File: src/rtl/led_mode_ctrl_pkg.sv
// Shared definitions for the running-light sequencer: FSM states, mode codes,
// initial lamp patterns, default timing, and small decode helpers.
package led_mode_ctrl_pkg;

   // Defaults for a 50 MHz clock: 20 ms debounce, 0.5 s per step.
   localparam int unsigned DEB_CNT_DEFAULT  = 1_000_000;
   localparam int unsigned STEP_CNT_DEFAULT = 25_000_000;

   typedef enum logic [2:0] {
      ST_IDLE,
      ST_LEFT,
      ST_RIGHT,
      ST_BLINK,
      ST_BOUNCE
   } state_e;

   typedef enum logic [1:0] {
      MODE_LEFT   = 2'd0,
      MODE_RIGHT  = 2'd1,
      MODE_BLINK  = 2'd2,
      MODE_BOUNCE = 2'd3
   } mode_e;

   localparam logic [3:0] PAT_LEFT_INIT   = 4'b0001;
   localparam logic [3:0] PAT_RIGHT_INIT  = 4'b1000;
   localparam logic [3:0] PAT_BLINK_INIT  = 4'b1111;
   localparam logic [3:0] PAT_BOUNCE_INIT = 4'b0001;

   // Keep only the lowest set bit, so simultaneous presses resolve to key0 first.
   function automatic logic [3:0] lowest_set(input logic [3:0] v);
      return v & (~v + 4'd1);
   endfunction

   // Map a one-hot press vector to the run state it selects.
   function automatic state_e key_to_state(input logic [3:0] press);
      state_e s;
      s = ST_IDLE;
      if (press[0])      s = ST_LEFT;
      else if (press[1]) s = ST_RIGHT;
      else if (press[2]) s = ST_BLINK;
      else if (press[3]) s = ST_BOUNCE;
      return s;
   endfunction

   function automatic logic [3:0] initial_pattern(input state_e s);
      logic [3:0] p;
      case (s)
         ST_LEFT:   p = PAT_LEFT_INIT;
         ST_RIGHT:  p = PAT_RIGHT_INIT;
         ST_BLINK:  p = PAT_BLINK_INIT;
         ST_BOUNCE: p = PAT_BOUNCE_INIT;
         default:   p = 4'b0000;
      endcase
      return p;
   endfunction

   // IDLE reports mode 0; active distinguishes it from LEFT.
   function automatic mode_e state_to_mode(input state_e s);
      mode_e m;
      case (s)
         ST_RIGHT:  m = MODE_RIGHT;
         ST_BLINK:  m = MODE_BLINK;
         ST_BOUNCE: m = MODE_BOUNCE;
         default:   m = MODE_LEFT;
      endcase
      return m;
   endfunction

endpackage

File: src/rtl/led_mode_ctrl_key_debounce.sv
// Key conditioning: two-flop synchroniser, one shared debounce counter over
// the whole 4-bit key vector, and falling-edge (press) detection.
module key_debounce
   import led_mode_ctrl_pkg::*;
#(
   parameter int unsigned DEB_CNT = DEB_CNT_DEFAULT
) (
   input  logic       clk,
   input  logic       rst_n,
   input  logic [3:0] key_i,
   output logic [3:0] press_o
);

   localparam int unsigned   CW       = (DEB_CNT > 1) ? $clog2(DEB_CNT) : 1;
   localparam logic [CW-1:0] CNT_LAST = CW'(DEB_CNT - 1);

   logic [3:0]    meta_q, sync_q;
   logic [3:0]    stable_q, stable_d;
   logic [3:0]    press_q, press_d;
   logic [CW-1:0] cnt_q, cnt_d;

   // Debounce next-state: count while the synchronised vector is steady and
   // differs from the accepted one; any change in it restarts the count.
   always_comb begin
      // NOTE: every output gets a default first, so no path leaves one unassigned
      // and no latch is inferred.
      cnt_d    = '0;
      stable_d = stable_q;
      press_d  = '0;
      if (meta_q == sync_q && sync_q != stable_q) begin
         if (cnt_q == CNT_LAST) begin
            stable_d = sync_q;
            // Press = 1->0 transition; releases are ignored.
            press_d  = lowest_set(stable_q & ~sync_q);
         end else begin
            cnt_d = cnt_q + CW'(1);
         end
      end
   end

   // Synchroniser, debounce state and registered press pulse.
   always_ff @(posedge clk or negedge rst_n) begin
      // NOTE: state updates use non-blocking assignment so every flop samples
      // the pre-edge values, independent of statement order.
      if (!rst_n) begin
         meta_q   <= 4'b1111;
         sync_q   <= 4'b1111;
         stable_q <= 4'b1111;
         press_q  <= 4'b0000;
         cnt_q    <= '0;
      end else begin
         meta_q   <= key_i;
         sync_q   <= meta_q;
         stable_q <= stable_d;
         press_q  <= press_d;
         cnt_q    <= cnt_d;
      end
   end

   assign press_o = press_q;

endmodule

File: src/rtl/led_mode_ctrl.sv
// Running-light sequencer top: mode FSM, step counter and lamp pattern
// registers, fed by debounced key press pulses.
module led_mode_ctrl
   import led_mode_ctrl_pkg::*;
#(
   parameter int unsigned DEB_CNT  = DEB_CNT_DEFAULT,
   parameter int unsigned STEP_CNT = STEP_CNT_DEFAULT
) (
   input  logic       clk,
   input  logic       rst_n,
   input  logic [3:0] key,
   output logic [3:0] led,
   output logic [1:0] mode,
   output logic       active,
   output logic       step_tick
);

   localparam int unsigned   SW        = (STEP_CNT > 1) ? $clog2(STEP_CNT) : 1;
   localparam logic [SW-1:0] STEP_LAST = SW'(STEP_CNT - 1);

   logic [3:0]    press;
   state_e        state_q, state_d;
   logic [SW-1:0] step_q, step_d;
   logic [3:0]    led_q, led_d;
   logic          dir_q, dir_d;     // bounce direction: 0 toward lamp 3, 1 toward lamp 0
   logic          tick;

   key_debounce #(.DEB_CNT(DEB_CNT)) u_key_debounce (
      .clk     (clk),
      .rst_n   (rst_n),
      .key_i   (key),
      .press_o (press)
   );

   // Next state, step count and pattern; a press outranks a pending step.
   always_comb begin
      state_d = state_q;
      step_d  = step_q;
      led_d   = led_q;
      dir_d   = dir_q;
      tick    = 1'b0;
      if (press != 4'b0000) begin
         state_d = key_to_state(press);
         step_d  = '0;
         led_d   = initial_pattern(state_d);
         dir_d   = 1'b0;
      end else if (state_q != ST_IDLE) begin
         if (step_q == STEP_LAST) begin
            step_d = '0;
            tick   = 1'b1;
            case (state_q)
               ST_LEFT:  led_d = {led_q[2:0], led_q[3]};
               ST_RIGHT: led_d = {led_q[0], led_q[3:1]};
               ST_BLINK: led_d = ~led_q;
               ST_BOUNCE: begin
                  if (!dir_q) begin
                     if (led_q == 4'b1000) begin
                        dir_d = 1'b1;
                        led_d = led_q >> 1;
                     end else begin
                        led_d = led_q << 1;
                     end
                  end else begin
                     if (led_q == 4'b0001) begin
                        dir_d = 1'b0;
                        led_d = led_q << 1;
                     end else begin
                        led_d = led_q >> 1;
                     end
                  end
               end
               default: led_d = 4'b0000;
            endcase
         end else begin
            step_d = step_q + SW'(1);
         end
      end
   end

   // State, step counter and lamp registers.
   always_ff @(posedge clk or negedge rst_n) begin
      if (!rst_n) begin
         state_q <= ST_IDLE;
         step_q  <= '0;
         led_q   <= 4'b0000;
         dir_q   <= 1'b0;
      end else begin
         state_q <= state_d;
         step_q  <= step_d;
         led_q   <= led_d;
         dir_q   <= dir_d;
      end
   end

   assign led       = led_q;
   assign mode      = state_to_mode(state_q);
   assign active    = (state_q != ST_IDLE);
   assign step_tick = tick;

endmodule

File: config.mk
export PLATFORM = sky130hd
export DESIGN_NAME = led_mode_ctrl
export DESIGN_NICKNAME = d
export VERILOG_FILES = /design/src/rtl/led_mode_ctrl_pkg.sv /design/src/rtl/led_mode_ctrl_key_debounce.sv /design/src/rtl/led_mode_ctrl.sv
export SDC_FILE = /design/constraint.sdc
export NUM_CORES = 1
export LEC_CHECK = 0
export ABC_AREA = 1
export CAP_MARGIN = 10
export CELL_PAD_IN_SITES_DETAIL_PLACEMENT = 1
export CELL_PAD_IN_SITES_GLOBAL_PLACEMENT = 2
export CORE_MARGIN = 2
export CORE_UTILIZATION = 39
export CTS_CLUSTER_SIZE = 40
export DETAILED_ROUTE_END_ITERATION = 16
export GPL_TIMING_DRIVEN = 0
export PLACE_DENSITY_LB_ADDON = 0.08
export SLEW_MARGIN = 20
export SYNTH_ARGS = -nofsm -noshare
export SYNTH_HDL_FRONTEND = slang
export SYNTH_SLANG_ARGS = --single-unit
File: constraint.sdc
create_clock -name clk -period 5.25 [get_ports clk]
set_input_delay 1.05 -clock clk [delete_from_list [all_inputs] [get_ports clk]]
set_output_delay 1.05 -clock clk [all_outputs]
set_load 0.01 [all_outputs]
* Word-level counts from Yosys, hierarchy flattened *
Index checks and enable logic that the tools add are counted.

operators by class
  add/subtract/negate cells = 3
  equal/unequal tests = 14
  mux-type cells = 31
  bitwise operators = 5
  reduce and logical (&&, ||, !) cells = 10

operator list
  cell                   number
  $mux 25                3
  $mux 20                2
  $mux 4                 8
  $add 25x1->25 const B  1
  $eq 25x25->1 const B   1
  $add 20x1->20 const B  1
  $eq 20x20->1 const B   1
  $pmux 4 s4             1
  $mux 3                 5
  $eq 3x2->1 const B     4
  $not 4->4              3
  $pmux 4 s3             1
  $mux 1                 10
  $and 4x4->4            2
  $eq 3x1->1 const B     2
  $eq 3x3->1 const B     2
  $pmux 2 s3             1
  $reduce_bool 2->1      3
  $add 4x1->4 const B    1
  $eq 4x1->1 const B     1
  $eq 4x4->1             1
  $eq 4x4->1 const B     1
  $ne 4x4->1             1
  $reduce_and 2->1       2
  other kinds (5)        5

storage, ports and cells
  register bits = 69
  output and inout bits = 8
  word-level logic and storage cells = 72

* Logic depth before layout (Yosys ltp) *
  depth in word-level cells = 9
  depth in mapped cells = 11
  mapped depth without buffers = 10

* By module *
A second synthesis with hierarchy kept.

second synthesis, totals
  cell total of the unflattened synthesis = 600
  area, all modules = 4,210.3 um^2

by module, submodules not included
  module         times used  cells each  area an instance (um^2)
  led_mode_ctrl  1           371         2,349.8
  key_debounce   1           229         1,860.5

* Worst setup path after synthesis *
OpenSTA, ideal clock, no wires.

  path kind = register to output
  start point = register step_q[1]
  end point = output port step_tick
  arrival = 1.255 ns
  setup slack = 2.945 ns
  cell stages (with the launch flop) = 6
  buffers on the path = 0
  path through = dfrtp_1 -> ha_1 -> nand3_2 -> nor2_2 -> nand3_2 -> nor4_1

between the ends
  longest elaborated chain between the ends = 4

ends and longest elaborated chain
  item                    RTL line             text
  from (decl)             led_mode_ctrl.sv:23  logic [SW-1:0] step_q, step_d;
  from (signal assigned)  led_mode_ctrl.sv:89  step_q <= step_d;
  $eq 25x25->1            led_mode_ctrl.sv:48  if (step_q == STEP_LAST) begin
  $mux 1                  led_mode_ctrl.sv:48
  $mux 1                  led_mode_ctrl.sv:47  end else if (state_q != ST_IDLE) begin
  $mux 1                  led_mode_ctrl.sv:42  if (press != 4'b0000) begin
  to (decl)               led_mode_ctrl.sv:15  output logic step_tick

No other way between the ends.

* Worst setup path in the final report *
Ends and elaborated chain as after synthesis.

==> impl_results.md <==
* Die footprint at 0.0113 mm²
* Fraction of registers with async set/reset at 1.00
* Max stage delay cell, worst path: clkdlybuf4s50_1
* Synth top area share at 0.351
* Crit path setup slack, layout at 2000 ps
* Layout area overhead at 13.6%
* Starting Density at 0.398
* Share of layout cells above drive strength 1 at 0.143
* Max Cap Viol at 0
* Critical path endpoint category: primary output
* Nets at 580
* Io pins at 14
* Diodes inserted at 0
* First-pass GRT wire length at 17.7 mm
* CTS buffer count at 9
* Startpoint Class: flop
* CTS root buffer: clkbuf_8
* Vias in the first global route at 3575
* Crit path buf inv count at 1
* Die height at 106 µm
* Worst Path Max Fanout at 4
* Row count at 37
* H-tree levels at 3
* Post-route minimum period at 3250 ps
* Rel. slew slack at 0.721
* Setup Buffers After CTS at 0
* Critical Path RT at 4200 ps
* GRT overflow at 0
* Seq/Total Area, Yosys at 0.428
* Unrepaired setup endpoints after global routing: false
* Cell variety after synth at 35
* Number of vias per cell at 4.90
* Synth top area cells: dfrtp_1 35%, nand2_1 14%, nor2_1 8.1%, dfstp_2 7.7%, inv_1 5.6%
* Commonest cells after routing, fill and taps aside: 150 x nand2_1, 88 x nor2_1, 61 x inv_1, 57 x dfrtp_1, 34 x nand3_1
* Worst IR Drop VDD at 0.000142 V
* DR vias at 3472
* Setup violators final at 0
* Synth warnings at 0
* Commonest non-fill, non-tap cell in the layout: nand2_1
* FF+latch count, synth at 69
* Pre-CTS WS at 2360 ps
* Type of the tightest min-delay check: reg2reg
* Final Routed Wirelength at 10.2 mm
* Final RePlAce weighted congestion at 0.828
* Clock-pin slew on the worst setup and hold paths at 90 ps
* Slew at the pin closest to its max-slew limit at 417 ps
* Fmax at 308 MHz
* Crit path cell chain: ha_1 > nand3_2 > nor2_2 > nand3_2 > nor4_1 > clkdlybuf4s50_1
* CORE AREA at 0.0102 mm²
* Pin count of the biggest net entering global routing at 54
* DPL Wire Length at 7.68 mm
* Number of routed nets with antenna violations at 0
* # clock sinks at 69
* Total GRT Usage at 0.200
* Outcome: finished, final reports clean
* Synth area leader: dfrtp_1
* Clock Latency Late Sink at 350 ps
* WL per Instance at 14.3 µm
* Post_cts resized at 0
* Post-synth net total at 555
* Worst path most repeated cell: nand3_2
* Initial antenna violation count at 0
* Port Buffers at 13
* Synthesized area at 0.00407 mm²
* Setup_tns at 0 ps
* Max Transition Viols Final at 0
* Syn Area/Cell at 7.49 µm²
* Hold_buf cts at 0
* Leakage at 2.08 nW
* Cells after Synth at 543
* Critical Path AT at 2200 ps
* Ys flop type: dfrtp_1
* # DRC at 0
* Die W at 106 µm
* Crit Path Class: reg2out
* CP top delay family: simple AND/OR/NAND/NOR gates
* CTS tree: done
* Skew final at 6.97 ps
* Period utilization at 0.619
* Power per cell area at 233 mW/mm²
* Slowest stage delay, CP at 580 ps
* Worst-case clock buffer depth at 2
* Final Hold Vio Count at 0
* First drt pass iteration count at 4
* DR iter-0 viols at 80
* EDFF count, synth at 0
worst paths after layout:
kind                                                     from                                      to  slack (ps)  cells past startpoint
setup / recovery                        step_q[1]$_DFFE_PN0P_                               step_tick        2000                      6
hold / removal             u_key_debounce.meta_q[1]$_DFF_PN1_      u_key_debounce.sync_q[1]$_DFF_PN1_         370                      0
setup reg to reg           u_key_debounce.sync_q[1]$_DFF_PN1_      u_key_debounce.cnt_q[19]$_DFF_PN0_        3320                      9
hold reg to reg            u_key_debounce.meta_q[1]$_DFF_PN1_      u_key_debounce.sync_q[1]$_DFF_PN1_         370                      0
max in group asynchronous                               rst_n  u_key_debounce.stable_q[2]$_DFFE_PN1P_        4070                      2
min in group asynchronous                               rst_n                  step_q[22]$_DFFE_PN0P_         570                      1
cell families (layout without fill, tap and decap cells):
group           after synthesis  in the layout  share of synthesized area
compound gates               30             30                     0.0452
xor+xnor                     19             19                     0.0409
fa+ha+maj                     6              6                     0.0184
buf+inv                      74            104                     0.0726
flops                        69             69                      0.428
simple gates                345            345                      0.395
sequential cells by signal (all words and copies together) (netlist names):
register / flops
dir_q: 1
led: 4
state_q: 3
step_q: 25
u_key_debounce.cnt_q: 20
u_key_debounce.meta_q: 4
u_key_debounce.press_o: 4
u_key_debounce.stable_q: 4
u_key_debounce.sync_q: 4
Yosys cell counts, types with 4 or more instances:
cell type    n
dfstp_2     12
inv_2        8
nand4_1     14
nand3_1     34
nand3_2      6
xor2_1      13
inv_1       61
nor2_1      88
xnor2_1      6
dfrtp_1     57
nand2_2      8
nor2_2       7
nor3_2       4
ha_1         6
a21oi_1      7
o21ai_0     12
o21ai_2      5
nor3_1      17
nand2_1    150
report_power, final:
group,switching (mW),total [mW],internal [mW]
Clock,0.237,0.512,0.275
Combinational,0.0185,0.0273,0.00875
Sequential,0.00230,0.540,0.537
area by class of cell:
class / count / area (µm²)
Fill cell: 1291 / 5610
Multi-Input combinational cell: 400 / 2030
Sequential cell: 69 / 1740
Inverter: 70 / 263
Tap cell: 136 / 170
Timing Repair Buffer: 14 / 155
Clock buffer: 9 / 124
Clock inverter: 7 / 105
Buffer: 4 / 32.5
metrics by stage:
stage | hold slack [ps] | utilization | cell area, µm² | power (mW) | instances
2_1_floorplan | 358 | - | 4070 | 0.558 | 543
3_3_place_gp | 361 | 0.427 | 4370 | 0.576 | 692
3_5_place_dp | 365 | 0.429 | 4390 | 0.579 | 693
4_1_cts | 378 | 0.452 | 4620 | 1.10 | 709
5_1_grt | 385 | 0.452 | 4620 | 1.12 | 709
6_report | 372 | 0.452 | 4620 | 1.08 | 709
layer usage:
| metal | global-route usage | wire length (µm) | share of wire |
|---|---|---|---|
| met4 | 0.0592 | 134 | 0.013 |
| met3 | 0.0349 | 223 | 0.022 |
| met1 | 0.266 | 4920 | 0.48 |
| met5 | 0 | 0 | 0 |
| met2 | 0.334 | 4900 | 0.48 |
worst register-to-register path, cell delays in order, from the launching register on:
cell,delay (ps)
dfstp_2,550
inv_1,60
ha_1,260
nand4_1,90
nand2_1,70
nor3_2,280
nand2_2,240
inv_2,150
nand2_1,60
nor2_1,100
Power figures use the tool's default switching activity.
